File: src/rtl/mandelbrot_rx.sv
// Capture-side receiver for the Mandelbrot core count stream: edge-detects new_ctr,
// tags each count with its raster coordinate, and queues {x, y, ctr} in a small FIFO.
// Optional input synchronizers: define MANDELBROT_RX_SYNC_EN.
module mandelbrot_rx #(
    parameter int CTRWIDTH = 7,
    parameter int WIDTH    = 64,
    parameter int HEIGHT   = 48,
    parameter int XW       = 6,
    parameter int YW       = 6,
    parameter int DEPTH    = 4
) (
    input  logic                clk,
    input  logic                reset,
    input  logic [CTRWIDTH-1:0] ctr_in,
    input  logic                new_ctr,
    input  logic                clear,
    output logic                out_valid,
    input  logic                out_ready,
    output logic [XW-1:0]       out_x,
    output logic [YW-1:0]       out_y,
    output logic [CTRWIDTH-1:0] out_ctr,
    output logic                out_in_set,
    output logic                frame_done,
    output logic                overflow
);
    localparam int AW = (DEPTH > 1) ? $clog2(DEPTH) : 1;

    logic                strobe;
    logic [CTRWIDTH-1:0] ctr_cap;

`ifdef MANDELBROT_RX_SYNC_EN
    logic [1:0]          strb_sync;
    logic [CTRWIDTH-1:0] ctr_s1, ctr_s2;

    always_ff @(posedge clk or posedge reset) begin
        if (reset) begin
            strb_sync <= '0;
            ctr_s1    <= '0;
            ctr_s2    <= '0;
        end else begin
            strb_sync <= {strb_sync[0], new_ctr};
            ctr_s1    <= ctr_in;
            ctr_s2    <= ctr_s1;
        end
    end

    assign strobe  = strb_sync[1];
    assign ctr_cap = ctr_s2;
`else
    assign strobe  = new_ctr;
    assign ctr_cap = ctr_in;
`endif

    logic                prev;
    logic                cap, take, push, pop, drop, full;
    logic                x_last, y_last;
    logic [XW-1:0]       x;
    logic [YW-1:0]       y;
    logic [AW:0]         count;
    logic [AW-1:0]       rd_ptr, wr_ptr;
    logic [XW-1:0]       mem_x [DEPTH];
    logic [YW-1:0]       mem_y [DEPTH];
    logic [CTRWIDTH-1:0] mem_c [DEPTH];

    assign cap    = strobe & ~prev;
    assign full   = (count == (AW+1)'(DEPTH));
    assign out_valid = (count != '0);
    assign pop    = out_valid & out_ready;
    assign take   = cap & ~clear;
    // A full FIFO still accepts when the head leaves in the same cycle.
    assign push   = take & (~full | pop);
    assign drop   = take & full & ~pop;
    assign x_last = (x == XW'(WIDTH - 1));
    assign y_last = (y == YW'(HEIGHT - 1));

    always_ff @(posedge clk or posedge reset) begin
        if (reset) begin
            prev       <= 1'b0;
            x          <= '0;
            y          <= '0;
            count      <= '0;
            rd_ptr     <= '0;
            wr_ptr     <= '0;
            overflow   <= 1'b0;
            frame_done <= 1'b0;
            for (int i = 0; i < DEPTH; i++) begin
                mem_x[i] <= '0;
                mem_y[i] <= '0;
                mem_c[i] <= '0;
            end
        end else begin
            prev <= strobe;
            if (clear) begin
                x          <= '0;
                y          <= '0;
                count      <= '0;
                rd_ptr     <= '0;
                wr_ptr     <= '0;
                overflow   <= 1'b0;
                frame_done <= 1'b0;
            end else begin
                if (push) begin
                    mem_x[wr_ptr] <= x;
                    mem_y[wr_ptr] <= y;
                    mem_c[wr_ptr] <= ctr_cap;
                    wr_ptr        <= wr_ptr + 1'b1;
                end
                if (pop)
                    rd_ptr <= rd_ptr + 1'b1;
                case ({push, pop})
                    2'b10:   count <= count + 1'b1;
                    2'b01:   count <= count - 1'b1;
                    default: count <= count;
                endcase
                if (drop)
                    overflow <= 1'b1;
                frame_done <= take & x_last & y_last;
                // Coordinates advance even on a dropped sample to keep alignment.
                if (take) begin
                    if (x_last) begin
                        x <= '0;
                        y <= y_last ? '0 : y + 1'b1;
                    end else begin
                        x <= x + 1'b1;
                    end
                end
            end
        end
    end

    assign out_x      = out_valid ? mem_x[rd_ptr] : '0;
    assign out_y      = out_valid ? mem_y[rd_ptr] : '0;
    assign out_ctr    = out_valid ? mem_c[rd_ptr] : '0;
    assign out_in_set = out_valid & (&mem_c[rd_ptr]);

endmodule
File: config.mk
export PLATFORM = sky130hd
export DESIGN_NAME = mandelbrot_rx
export DESIGN_NICKNAME = d
export VERILOG_FILES = /design/src/rtl/mandelbrot_rx.sv
export SDC_FILE = /design/constraint.sdc
export NUM_CORES = 1
export LEC_CHECK = 0
export ABC_CLOCK_PERIOD_IN_PS = 2960
export BUFFER_PORTS_ARGS = -buffer_cell sky130_fd_sc_hd__buf_2
export CORE_MARGIN = 3
export CORE_UTILIZATION = 30
export CTS_CLUSTER_DIAMETER = 100
export DETAILED_ROUTE_END_ITERATION = 8
export GPL_ROUTABILITY_DRIVEN = 0
export SYNTH_ARGS = -nofsm -noshare
export SYNTH_HDL_FRONTEND = slang
export SYNTH_SLANG_ARGS = --single-unit
File: constraint.sdc
create_clock -name clk -period 2.96 [get_ports clk]
set_clock_uncertainty 0.1 [all_clocks]
set_input_delay 0.296 -clock clk [delete_from_list [all_inputs] [get_ports clk]]
set_output_delay 0.296 -clock clk [all_outputs]
set_load 0.1 [all_outputs]
-- Yosys cells after proc, flatten, opt, wreduce, memory -nomap -nowiden
Index checks and enable logic that the tools add are counted.
- memory bits (read-only): 0
- memory bits (writable): 0
- register bits: 98
- output and inout port bits: 23
- bits in latches: 0
- memories kept: 0
- $add $sub $neg: 6
- equality and inequality tests: 5
- div/mod/pow operators: 0
- bitwise gates (word level): 16
- $mul: 0
- order comparisons: 3
- muxes and demuxes: 35
- reductions and logical operators: 11
- shift-type cells: 0
- operator list (cell ; count):
    $mux 6 ; 14
    $bwmux 24 ; 2
    $bwmux 28 ; 1
    $mux 7 ; 4
    $bmux 6 s2 ; 2
    $bmux 7 s2 ; 1
    $demux 7 s2 ; 1
    $add 6x1->6 const B ; 2
    $demux 6 s2 ; 1
    $eq 6x6->1 const B ; 2
    $reduce_bool 2->1 ; 5
    $and 1x1->1 ; 9
    $mux 2 ; 4
    $reduce_and 7->1 ; 1
    $ge 3x3->1 const B ; 2
    $not 2->3 ; 2
    $pmux 3 s2 ; 1
    $reduce_bool 3->1 ; 2
    $add 2x1->2 const B ; 2
    $not 1->1 ; 4
    $reduce_and 2->1 ; 2
    $add 3x1->3 const B ; 1
    $eq 3x3->1 const B ; 1
    $lt 3x1->1 const B ; 1
    other kinds (7) ; 9

-- Logic depth before layout (Yosys ltp)
- depth after elaboration: 7
- gate-level depth with buffers: 8

-- Least setup slack after synthesis
OpenSTA, ideal clock, no wires.
- kind: register to output
- start point: register rd_ptr[0]
- end point: output port out_in_set
- slack: -76 ps
- arrival time: 2640 ps
- required time: 2564 ps
- buffers on the path: 1
- stages on the path, launching flop included: 5
- cells stage by stage: dfrtp_1 > buf_4 > mux4_2 > and2_1 > and4_1
- word-level cells in the longest chain between the ends: 6
- ends and longest elaborated chain (what ; RTL line ; RTL):
    from (decl) ; 60 ; logic [AW-1:0] rd_ptr, wr_ptr;
    from (signal assigned) ; 109 ; rd_ptr <= rd_ptr + 1'b1;
    $not 2->3 (implied by the code) ; 134 ; assign out_in_set = out_valid & (&mem_c[rd_ptr]);
    $bmux 7 s2 ; 134 ;
    $mux 7 (implied by the code) (2 in a row) ; 134 ;
    $reduce_and 7->1 ; 134 ;
    $and 1x1->1 ; 134 ;
    to (decl) ; 22 ; output logic out_in_set,
No other way between the ends. The select of a mux whose other input is x is not followed.

-- Worst setup path after layout
Same ends and word-level chain as after synthesis.

==> results.yml <==
synthesis:
  synth-seq-cells: 98
  synth.top_cells.by_area: "dfrtp_1 50%, mux2_4 12%, mux4_2 8.7%, mux2_2 8.2%, and2_1 2.9%"
  synthArstFlopShare_pct: 100
  ys_dominant_reg_cell: "dfrtp_1"
  netlist.area_leader.share_pct: 49.9
  syn-cell-area_sq_um: 4920
  cell_count_after_synthesis: 346
  yosysUniqueCellTypes: 44
  synth-edff-count: 0
  yosys_warnings: 0
  leading_area_contributor_after_synthesis: "dfrtp_1"
  yosysSeqAreaShare_pct: 49.9
  synth_area_per_cell_sq_um: 14.2
  post_syn_nets: 365
timing:
  finalHoldViolations: 0
  min_period_ns: 2.80
  timing.final.crit_share_pct: 94.5
  timing_worst_slew_pin_value_ns: 0.710
  achievable-frequency_mhz: 358
  slew_margin_rel_pct: 52.6
  final_max_slew_viol_count: 0
  setup-tns-final_ns: 0
  setup_violations: 0
  hold-worst-slack_ns: 0.0181
  grt_setup_unrepaired: "false"
floorplan:
  io_pins: 35
  die-area_sq_um: 18000
  placementRows: 46
  core_area_sq_um: 15900
  initial_standard_cell_utilization_of_the_core_pct: 30.8
  die_h_um: 134
  fp.dieW_um: 134
final_layout:
  layout-area-overhead-vs-synth_pct: 15.1
  fillerInstances: 1535
  final_layout_size_suffix_gt1_share_pct: 41.8
  numnets_final: 399
clock_tree:
  clock_path_buffers: 2
  cts-root-buf: "clkbuf_16"
  cts_num_sinks: 98
  tritoncts_clock_tree: "yes"
  clkSlewWorstSetupHoldPaths_ns: 0.06
  cts_htree_levels: 3
  clk_latency_ns: 0.34
  cts-buffers-inserted: 9
critical_path:
  crit_path_top_delay_cell: "dfrtp_1"
  crit_path_start_kind: "flip-flop"
  path_max_fanout: 9
  timing.critical_path.arrival_ns: 2.40
  cp-end-kind: "output pin"
  crit_required_ns: 2.56
  worstPathCellList: "mux4_2 -> and4_1 -> and4_2 -> buf_2"
  slowest_delay_ns: 0.70
  criticalPathCategory: "reg2out"
route:
  antenna_left: 0
  routed-via-count: 2906
  routed_via_density: 4.83
  postRouteWirelength_um: 10200
  firstDrtPassIters: 4
  dr_iter_0_viols: 202
  post-route-drc-count: 0
  drt-wirelength-per-cell_um: 16.9
power_and_ir_drop:
  vdd_ir_drop_max_v: 0.000348
  total_leakage_power_nw: 2.56
  total_power_w: 0.00330
  power_density_nw_per_um2: 583
grt:
  number_of_global_route_vias_before_repair: 3202
  grt_antenna_before_repair: 0
  grt_start_max_net_pins: 83
  first_pass_grt_wire_length_um: 17300
  grt_overflow_total: 0
  globalRouteTotalUtil_pct: 12.1
placement:
  placement.io_buffers: 34
  dp.final_hpwl_um: 6490
outcome:
  status: "finished, final reports clean"
hold_path:
  min_path_type: "in2reg"
flow_run:
  max_cap_violations: 0
-- logic make-up (layout without fill, tap and decap cells) --
kind of cell             after synthesis  in the layout  synth area share [%]
flip-flops                            98             98                  49.9
multiplexers                          96             96                  29.4
AND/OR/NAND/NOR                       83             83                  10.0
buffers and inverters                 29             68                  4.23
AO/OA/AOI/OAI                         23             23                  2.77
XOR/XNOR                              10             10                  1.78
adder cells (fa/ha/maj)                7              7                  1.93
other                                  0              1                     0
-- metal layers --
metal  track usage (%)  vias to the layer above  share of wire [%]
met5                 0                        -                  0
met4              4.75                        0                1.8
met3              2.51                       11                3.5
met2              19.3                       55                 48
met1              16.4                     1522                 47
li1                  -                     1318                  -
-- final cells by class --
cell class / count / area [sq um] / share of cell area, %
diodes: 1 / 2.50 / 0.0442
clock buffers: 9 / 225 / 3.98
clock inverters: 7 / 139 / 2.45
inverters: 6 / 25.0 / 0.442
multi-input cells: 219 / 2260 / 39.9
flip-flops and latches: 98 / 2450 / 43.3
well taps: 216 / 270 / 4.78
repair buffers: 46 / 288 / 5.09
-- where the power goes --
part           switching (W)  leakage (nW)  internal, W
Sequential         0.0000581          1.34      0.00142
Combinational       0.000235          1.04     0.000173
Clock               0.000497         0.180     0.000911
Total               0.000790          2.56      0.00251
-- state kept, by name, indices dropped and copies added, names as in the netlist --
signal and count:
rd_ptr 2, mem_x 24, y 6, prev 1, frame_done 1, mem_c 28, x 6, mem_y 24
wr_ptr 2, count 3, overflow 1
-- cells in the mapped netlist (all sizes together) (3+ instances only) --
| library cell | count |
|---|---|
| clkbuf | 7 |
| nor3b | 3 |
| ha | 6 |
| nand2 | 8 |
| and2 | 24 |
| a21oi | 11 |
| buf | 16 |
| xnor2 | 5 |
| dfrtp | 98 |
| o21ai | 5 |
| xor2 | 5 |
| mux2 | 76 |
| nand3 | 9 |
| mux4 | 19 |
| inv | 6 |
| nor3 | 3 |
| nor2 | 15 |
| or3 | 4 |
-- worst max-delay path, delay by kind of cell (launching register included) --
kind | cells | cell delay [ns]
buffers and inverters | 1 | 0.29
DFF | 1 | 0.70
muxes | 1 | 0.59
and+or+nand+nor | 2 | 0.48
-- path summary, 6_finish.rpt --
kind	slack, ns	to	cells after the start	startpoint
setup / recovery	0.16	out_in_set	4	rd_ptr[0]$_DFFE_PP0P_
hold / removal	0.02	prev$_DFF_PP0_	1	new_ctr
setup reg to reg	0.59	count[2]$_DFFE_PP0P_	7	count[0]$_DFFE_PP0P_
hold reg to reg	0.41	mem_c[13]$_DFFE_PP0P_	1	mem_c[13]$_DFFE_PP0P_
max in group asynchronous	1.72	wr_ptr[0]$_DFFE_PP0P_	4	reset
min in group asynchronous	0.33	mem_c[23]$_DFFE_PP0P_	3	reset
-- stage by stage --
stage,utilization [%],setup WS (ns),instances,instance area (sq um)
floorplan,-,0.00193,346,4920
detailed placement,33.1,0.475,584,5280
global placement,33.1,0.516,584,5280
CTS,35.5,0.102,601,5660
global route,35.5,0.00398,601,5660
finish,35.5,0.164,602,5660
-- timing repair --
item                      in CTS  in global routing
buffers inserted               0                  0
hold buffers                   1                  0
hold endpoints to repair      16                  0
resized for setup              0                  0
-- cell usage in the layout, fill, tap and decap left out, types with 3 or more instances in the layout --
cell type,synthesis,layout
a21oi_1,11,11
and2_1,23,23
buf_2,4,34
buf_4,2,9
bufinv_16,0,4
clkbuf_16,0,9
dfrtp_1,98,98
ha_1,6,6
inv_1,6,5
mux2_2,36,36
mux2_4,40,40
mux4_2,19,19
nand2_1,8,8
nand3_1,9,9
nor2_1,15,15
nor3b_1,3,3
o21ai_0,5,5
or3_1,4,4
xnor2_1,5,5
xor2_1,5,5
Power figures use the tool's default switching activity.
